[src/rtl/cpu_seq_ctrl.sv]
// Multicycle FETCH/DECODE/EXEC/MEM/WB sequencer driving the datapath strobes.
// Optional single-step from HALT is enabled by defining CPU_SSTEP_EN.
module cpu_seq_ctrl #(
  parameter int unsigned OP_BIT_WIDTH = 4,
  parameter int unsigned WAIT_MAX     = 15,
  parameter int unsigned CNT_BITS     = 32
) (
  input  logic                    clk,
  input  logic                    reset_n,
  input  logic [OP_BIT_WIDTH-1:0] op1,
  input  logic                    cond,
  input  logic                    mem_ack,
  input  logic                    halt_req,
  input  logic                    step_req,
  output logic                    ir_we,
  output logic                    reg_we,
  output logic                    mem_req,
  output logic                    mem_we,
  output logic                    pc_we,
  output logic [1:0]              pc_sel,
  output logic [1:0]              wb_sel,
  output logic [2:0]              state,
  output logic                    halted,
  output logic                    bus_err,
  output logic                    illegal,
  output logic [CNT_BITS-1:0]     instr_cnt
);

  localparam int unsigned WAIT_W = 8;

  localparam logic [OP_BIT_WIDTH-1:0] OP_ALUR  = OP_BIT_WIDTH'(4'b0000);
  localparam logic [OP_BIT_WIDTH-1:0] OP_ALUI  = OP_BIT_WIDTH'(4'b1000);
  localparam logic [OP_BIT_WIDTH-1:0] OP_CMPR  = OP_BIT_WIDTH'(4'b0010);
  localparam logic [OP_BIT_WIDTH-1:0] OP_CMPI  = OP_BIT_WIDTH'(4'b1010);
  localparam logic [OP_BIT_WIDTH-1:0] OP_LW    = OP_BIT_WIDTH'(4'b1001);
  localparam logic [OP_BIT_WIDTH-1:0] OP_SW    = OP_BIT_WIDTH'(4'b0101);
  localparam logic [OP_BIT_WIDTH-1:0] OP_JAL   = OP_BIT_WIDTH'(4'b1011);
  localparam logic [OP_BIT_WIDTH-1:0] OP_BCOND = OP_BIT_WIDTH'(4'b0110);

  typedef enum logic [2:0] {
    S_FETCH  = 3'd0,
    S_DECODE = 3'd1,
    S_EXEC   = 3'd2,
    S_MEM    = 3'd3,
    S_WB     = 3'd4,
    S_HALT   = 3'd5
  } state_e;

  state_e              state_q, state_d;
  logic [WAIT_W-1:0]   wait_q, wait_d;
  logic                bus_err_q, bus_err_d;
  logic                step_run_q, step_run_d;
  logic [CNT_BITS-1:0] cnt_q, cnt_d;
  logic                step_rise;
  logic                boundary;

`ifdef CPU_SSTEP_EN
  logic step_prev_q;

  always_ff @(posedge clk or negedge reset_n) begin
    if (!reset_n) step_prev_q <= 1'b0;
    else          step_prev_q <= step_req;
  end

  assign step_rise = step_req & ~step_prev_q;
`else
  logic unused_step;
  assign unused_step = step_req;
  assign step_rise   = 1'b0;
`endif

  always_ff @(posedge clk or negedge reset_n) begin
    if (!reset_n) begin
      state_q    <= S_FETCH;
      wait_q     <= '0;
      bus_err_q  <= 1'b0;
      step_run_q <= 1'b0;
      cnt_q      <= '0;
    end else begin
      state_q    <= state_d;
      wait_q     <= wait_d;
      bus_err_q  <= bus_err_d;
      step_run_q <= step_run_d;
      cnt_q      <= cnt_d;
    end
  end

  // Next state and strobe decode from registered state plus current op1/cond/ack.
  always_comb begin
    state_d    = state_q;
    wait_d     = wait_q;
    bus_err_d  = bus_err_q;
    step_run_d = step_run_q;
    boundary   = 1'b0;
    ir_we      = 1'b0;
    reg_we     = 1'b0;
    mem_req    = 1'b0;
    mem_we     = 1'b0;
    pc_we      = 1'b0;
    pc_sel     = 2'b00;
    wb_sel     = 2'b00;
    illegal    = 1'b0;

    case (state_q)
      S_FETCH: begin
        // keep the IR strobe quiet while reset is held
        ir_we   = reset_n;
        state_d = S_DECODE;
      end
      S_DECODE: state_d = S_EXEC;
      S_EXEC: begin
        case (op1)
          OP_ALUR, OP_ALUI, OP_CMPR, OP_CMPI, OP_JAL: state_d = S_WB;
          OP_LW, OP_SW: state_d = S_MEM;
          OP_BCOND: begin
            pc_we    = 1'b1;
            pc_sel   = cond ? 2'b01 : 2'b00;
            boundary = 1'b1;
          end
          default: begin
            illegal  = 1'b1;
            pc_we    = 1'b1;
            boundary = 1'b1;
          end
        endcase
      end
      S_MEM: begin
        mem_req = 1'b1;
        mem_we  = (op1 == OP_SW);
        if (mem_ack) begin
          wait_d = '0;
          if (op1 == OP_SW) begin
            pc_we    = 1'b1;
            boundary = 1'b1;
          end else begin
            state_d = S_WB;
          end
        end else if (WAIT_W'(wait_q + WAIT_W'(1)) == WAIT_W'(WAIT_MAX)) begin
          // ack on the last allowed cycle is handled above and wins
          wait_d    = '0;
          bus_err_d = 1'b1;
          state_d   = S_HALT;
        end else begin
          wait_d = WAIT_W'(wait_q + WAIT_W'(1));
        end
      end
      S_WB: begin
        reg_we   = 1'b1;
        pc_we    = 1'b1;
        pc_sel   = (op1 == OP_JAL) ? 2'b10 : 2'b00;
        wb_sel   = (op1 == OP_JAL) ? 2'b10 : (op1 == OP_LW) ? 2'b01 : 2'b00;
        boundary = 1'b1;
      end
      S_HALT: begin
        if (!bus_err_q) begin
          if (step_rise) begin
            step_run_d = 1'b1;
            state_d    = S_FETCH;
          end else if (!halt_req) begin
            state_d = S_FETCH;
          end
        end
      end
      default: state_d = S_FETCH;
    endcase

    // Instruction boundary: halt_req is only honoured here.
    if (boundary) begin
      state_d    = (halt_req || bus_err_q || step_run_q) ? S_HALT : S_FETCH;
      step_run_d = 1'b0;
    end
  end

  assign cnt_d     = pc_we ? CNT_BITS'(cnt_q + CNT_BITS'(1)) : cnt_q;
  assign state     = state_q;
  assign halted    = (state_q == S_HALT);
  assign bus_err   = bus_err_q;
  assign instr_cnt = cnt_q;

endmodule

[config.mk]
export PLATFORM = sky130hd
export DESIGN_NAME = cpu_seq_ctrl
export DESIGN_NICKNAME = d
export VERILOG_FILES = /design/src/rtl/cpu_seq_ctrl.sv
export SDC_FILE = /design/constraint.sdc
export NUM_CORES = 1
export LEC_CHECK = 0
export ABC_CLOCK_PERIOD_IN_PS = 4400
export CAP_MARGIN = 5
export CORE_MARGIN = 5
export CORE_UTILIZATION = 53
export CTS_CLUSTER_DIAMETER = 50
export DETAILED_ROUTE_END_ITERATION = 7
export MAX_ROUTING_LAYER = met4
export PLACE_DENSITY = 0.88
export SLEW_MARGIN = 20
export SYNTH_ARGS = -nofsm -noshare
export SYNTH_HDL_FRONTEND = slang
export SYNTH_SLANG_ARGS = --single-unit
[constraint.sdc]
create_clock -name clk -period 4.4 [get_ports clk]
set_clock_uncertainty 0.15 [all_clocks]
set_input_delay 0.66 -clock clk [delete_from_list [all_inputs] [get_ports clk]]
set_output_delay 0.66 -clock clk [all_outputs]
set_load 0.005 [all_outputs]
Yosys cells after proc, flatten, opt, wreduce, memory -nomap -nowiden. Index checks and enable logic that the tools add are counted.

Flip-flop bits (word level): 44. Latch bits: 0. RAM bits: 0. ROM bits: 0. Input bits: 10. Memories kept: 0.

Add/subtract/negate cells: 2. Multipliers: 0. Divide/modulo/power cells: 0. Order comparisons: 0. Equal/unequal tests: 19. Shift-type cells: 0. Multiplexer cells: 28. Bitwise logic cells: 1. Reductions and logical operators: 9.

Operators by type and width (count): adder 32 x 1 -> 32 bit (second input constant) (1); 2-to-1 mux 3 bit (7); one-hot mux 3 bit (6 select lines) (1); equality test 4 bit (second input constant) (4); 2-to-1 mux 8 bit (2); 2-to-1 mux 1 bit (12); inequality test 4 bit (second input constant) (3); adder 8 x 1 -> 8 bit (second input constant) (1); equality test 4 x 3 -> 1 bit (second input constant) (2); equality test 8 x 4 -> 1 bit (second input constant) (1); OR reduction 8 bit (1); OR reduction 7 bit (1); equality test 3 x 2 -> 1 bit (second input constant) (2); equality test 3 bit (second input constant) (2); 2-to-1 mux 2 bit (3); inequality test 3 bit (second input constant) (2); one-hot mux 3 bit (2 select lines) (1); AND reduction 6 bit (1); OR reduction 5 bit (1); equality test 4 x 2 -> 1 bit (second input constant) (1); zero test 4 bit (1); one-hot mux 2 bit (2 select lines) (1); equality test 3 x 1 -> 1 bit (second input constant) (1); zero test 3 bit (1); 6 further kinds (6).

Logic depth before layout (Yosys ltp).
Depth after elaboration: 6. Mapped depth: 9.

Least setup slack after synthesis. No wires, ideal clock.

Path kind: input-to-output. Start point: in op1[3]. End point: out pc_we. Arrival time: 1437 ps. Required time: 3590 ps. Setup slack: 2153 ps. Cell stages on the path: 3. Path buffers: 0. Cells stage by stage: and2b_1 -> o211ai_1 -> nand2_1.

Longest elaborated chain between the ends: 4.

Ends and longest elaborated chain: start: declaration (RTL line 10) `input logic [OP_BIT_WIDTH-1:0] op1,`; equality test 4 x 3 -> 1 bit (tied with other cells) (RTL line 112, 132); OR reduction 7 bit (no source line) or 2-to-1 mux 1 bit (tied branches); 2-to-1 mux 1 bit, on equally long branches (RTL line 112, 130); one-hot mux 1 bit (3 select lines) * (RTL line 104) `case (state_q)`; end: declaration (RTL line 19) `output logic pc_we,`.

Mark *: on every way between the ends. The rest lies on a longest branch, timed or not.

Worst setup path in the final report.
Start point: in op1[0]. End point: out pc_we.

Same word-level chain as after synthesis.

==> flow_summary.yaml <==
pwr:
  ir_drop_mv: 0.2090
  power_density_nw_per_um2: 410.2
  p_leak_nw: 1.258
sta:
  post-route-period-util: 0.7872
  finalMaxSlewViolations: 0
  tightestPinTransition_ns: 0.9734
  finalSetupViolations: 0
  max-slew-margin-rel: 0.3497
  rsz0062_at_grt: "no"
  tns_ns: 0
  max_freq_mhz: 288.7
  period_needed_ns: 3.464
  hold_viol: 0
die:
  die_h_um: 76.76
  placementRows: 24
  dieArea_um2: 5892
  num_io_pins: 57
  core_um2: 4354
  initial_core_util: 0.5425
  die_width_um: 76.76
place:
  hpwlAfterDp_um: 3877
  placed_cells: 339
  io_buffers: 55
  gp_congestion: 0.8737
synth:
  synth-edff-count: 0
  ys_ff_latch: 44
  synth_top_family_by_area: "simple AND/OR/NAND/NOR gates"
  syn_inst: 238
  syn_avg_cell_area_um2: 9.925
  synth_fa_ha_area_frac: 0.01589
  synth_simple_gate_area_frac: 0.2484
  synth_area_um2: 2362
  synthXorXnorAreaFrac: 0.1224
  synth_compound_area_frac: 0.1017
  synthMuxAreaShare: 0.01748
  synthFlopType: "dfrtp_1"
  yosysUniqueCellTypes: 52
  synth_warnings: 0
  async_flop_share: 1.000
  yosysSeqAreaShare: 0.4661
  syn_nets: 251
worst_setup_path:
  worst-path-buf-inv: 2
  path_cells: "clkdlybuf4s50_1 -> and2b_1 -> o211ai_1 -> nand2_1 -> clkdlybuf4s50_1"
  cp_data_required_time_ns: 3.59
  reg2reg_slack_ns: 1.67
  worstSetupPathType: "in2out"
  cp-end-kind: "output port"
  crit_family: "buffers and inverters"
  cp.depth: 5
  r2r_end: "instr_cnt[4]$_DFFE_PN0P_"
  worst_path_max_delay_cell: "clkdlybuf4s50_1"
  slowest_delay_ns: 0.54
  cp.arrival_ns: 2.65
  r2r_start: "state[1]$_DFFE_PN0P_"
  crit_fanout: 9
  critPathMostFrequentCell: "clkdlybuf4s50_1"
  r2r.worst_path.cells: 7
  start_kind: "primary input"
global_route:
  grt-ovfl-total: 0
  gr-usage-all-layers: 0.1922
  grt_start_max_net_pins: 45
  grt_pass1_vias: 1944
  antenna_found_initial: 0
  grt_pass1_wl_um: 9246
clocking:
  post_cts_resized: 0
  root_buffer: "clkbuf_8"
  insertion_delay_ns: 0.30
  cts.sinks: 44
  path_clk_slew_ns: 0.08
  hold_buffers: 0
  cts_setup_buffers: 0
  cts_max_level: 2
  cts_inserted_buffers: 5
  clockBufferDepth: 2
  tritoncts: "yes"
layout:
  drive_above_1_share: 0.06102
  final_cell_mix: "54 x clkdlybuf4s50_1, 44 x dfrtp_1, 29 x xnor2_1"
  fill_cells: 320
  layout_commonest_cell: "clkdlybuf4s50_1"
  finalNetCount: 307
  final_cells: 347
  n_antenna_cell: 0
  synthToLayoutAreaGrowth_pct: 28.60
routing:
  viasPerCell: 5.582
  dr_total_vias: 1937
  drcViolationCount: 0
  ant_nets: 0
  drt_iter0_markers: 148
  wl_per_cell_um: 15.01
  routed_wl_um: 5207
  dr.pass1.iters: 4
hold_path:
  hold_path.class: "reg2reg"
  min_to: "instr_cnt[31]$_DFFE_PN0P_"
  hold_depth: 1
  hold_path.startpoint: "instr_cnt[31]$_DFFE_PN0P_"
run_status:
  status: "finished clean"
job:
  cap_violations: 0
## cell families after synthesis
group | after synthesis
XOR/XNOR | 33
AND/OR/NAND/NOR | 106
flip-flops | 44
adder cells (fa/ha/maj) | 3
AO/OA/AOI/OAI | 33
multiplexers | 4
buffers and inverters | 15
## Yosys cell counts (2+ instances only)
master	n	area share
dfrtp_1	44	0.47
xnor2_1	29	0.11
nand2_1	24	0.038
nand3_1	19	0.040
nor2_1	14	0.022
and3_1	10	0.026
nand4_1	10	0.026
a21oi_1	7	0.015
inv_1	7	0.011
nor3_1	5	0.011
o21ai_1	5	0.011
o21ai_0	4	0.0085
xor2_1	4	0.015
and4_1	3	0.011
clkbuf_1	3	0.0048
ha_1	3	0.016
mux2i_1	3	0.013
nand2b_1	3	0.0079
a211oi_1	2	0.0064
and2_1	2	0.0053
buf_4	2	0.0064
nor2b_1	2	0.0053
nor3b_1	2	0.0064
o211ai_1	2	0.0064
o31ai_1	2	0.0064
## metrics by stage
stage / hold slack [ns] / instance area [um^2] / util / setup WS [ns] / power (mW)
global placement: 0.3077 / 2945 / 0.6764 / 0.9576 / 0.9795
floorplan: 0.2144 / 2362 / - / 2.153 / 0.8165
CTS: 0.3356 / 3038 / 0.6977 / 0.9410 / 1.259
global route: 0.3581 / 3038 / 0.6977 / 0.7928 / 1.337
detailed placement: 0.3204 / 2945 / 0.6764 / 0.9451 / 0.9957
finish: 0.3270 / 3038 / 0.6977 / 0.9363 / 1.246
## layer usage
metal	part of all wire	track usage	wire, um	up-vias
met2	0.48	0.2963	2475	59
met3	0.060	0.04801	313	5
li1	-	-	-	952
met5	0	-	0	-
met4	0.010	0.05769	52	0
met1	0.45	0.2508	2367	921
## layout make-up
| cell class | count | area, um^2 | share of cell area |
|---|---|---|---|
| flip-flops and latches | 44 | 1101 | 0.3624 |
| multi-input cells | 179 | 1195 | 0.3933 |
| repair buffers | 56 | 553.0 | 0.1820 |
| clock buffers | 6 | 82.58 | 0.02718 |
| clock inverters | 2 | 10.01 | 0.003295 |
| well taps | 52 | 65.06 | 0.02142 |
| inverters | 8 | 31.28 | 0.01030 |
## power breakdown
part           switching, mW  internal [mW]  total (mW)
logic                  0.185          0.216       0.401
registers              0.114          0.472       0.586
clock network          0.134          0.125       0.260
total                  0.433          0.813        1.25
## how the worst max path moves through the flow
stage           start    end  slack, ns
6_report       op1[0]  pc_we       0.94
5_1_grt        op1[0]  pc_we       0.79
4_1_cts        op1[0]  pc_we       0.94
3_5_place_dp   op1[0]  pc_we       0.95
3_3_place_gp   op1[0]  pc_we       0.96
2_1_floorplan  op1[3]  pc_we       2.15
## flip-flops by register name, summed over array words and instances, names as in the netlist
register / flops
wait_q: 8
instr_cnt: 32
state: 3
bus_err: 1
(Power assumes the default switching activity.)
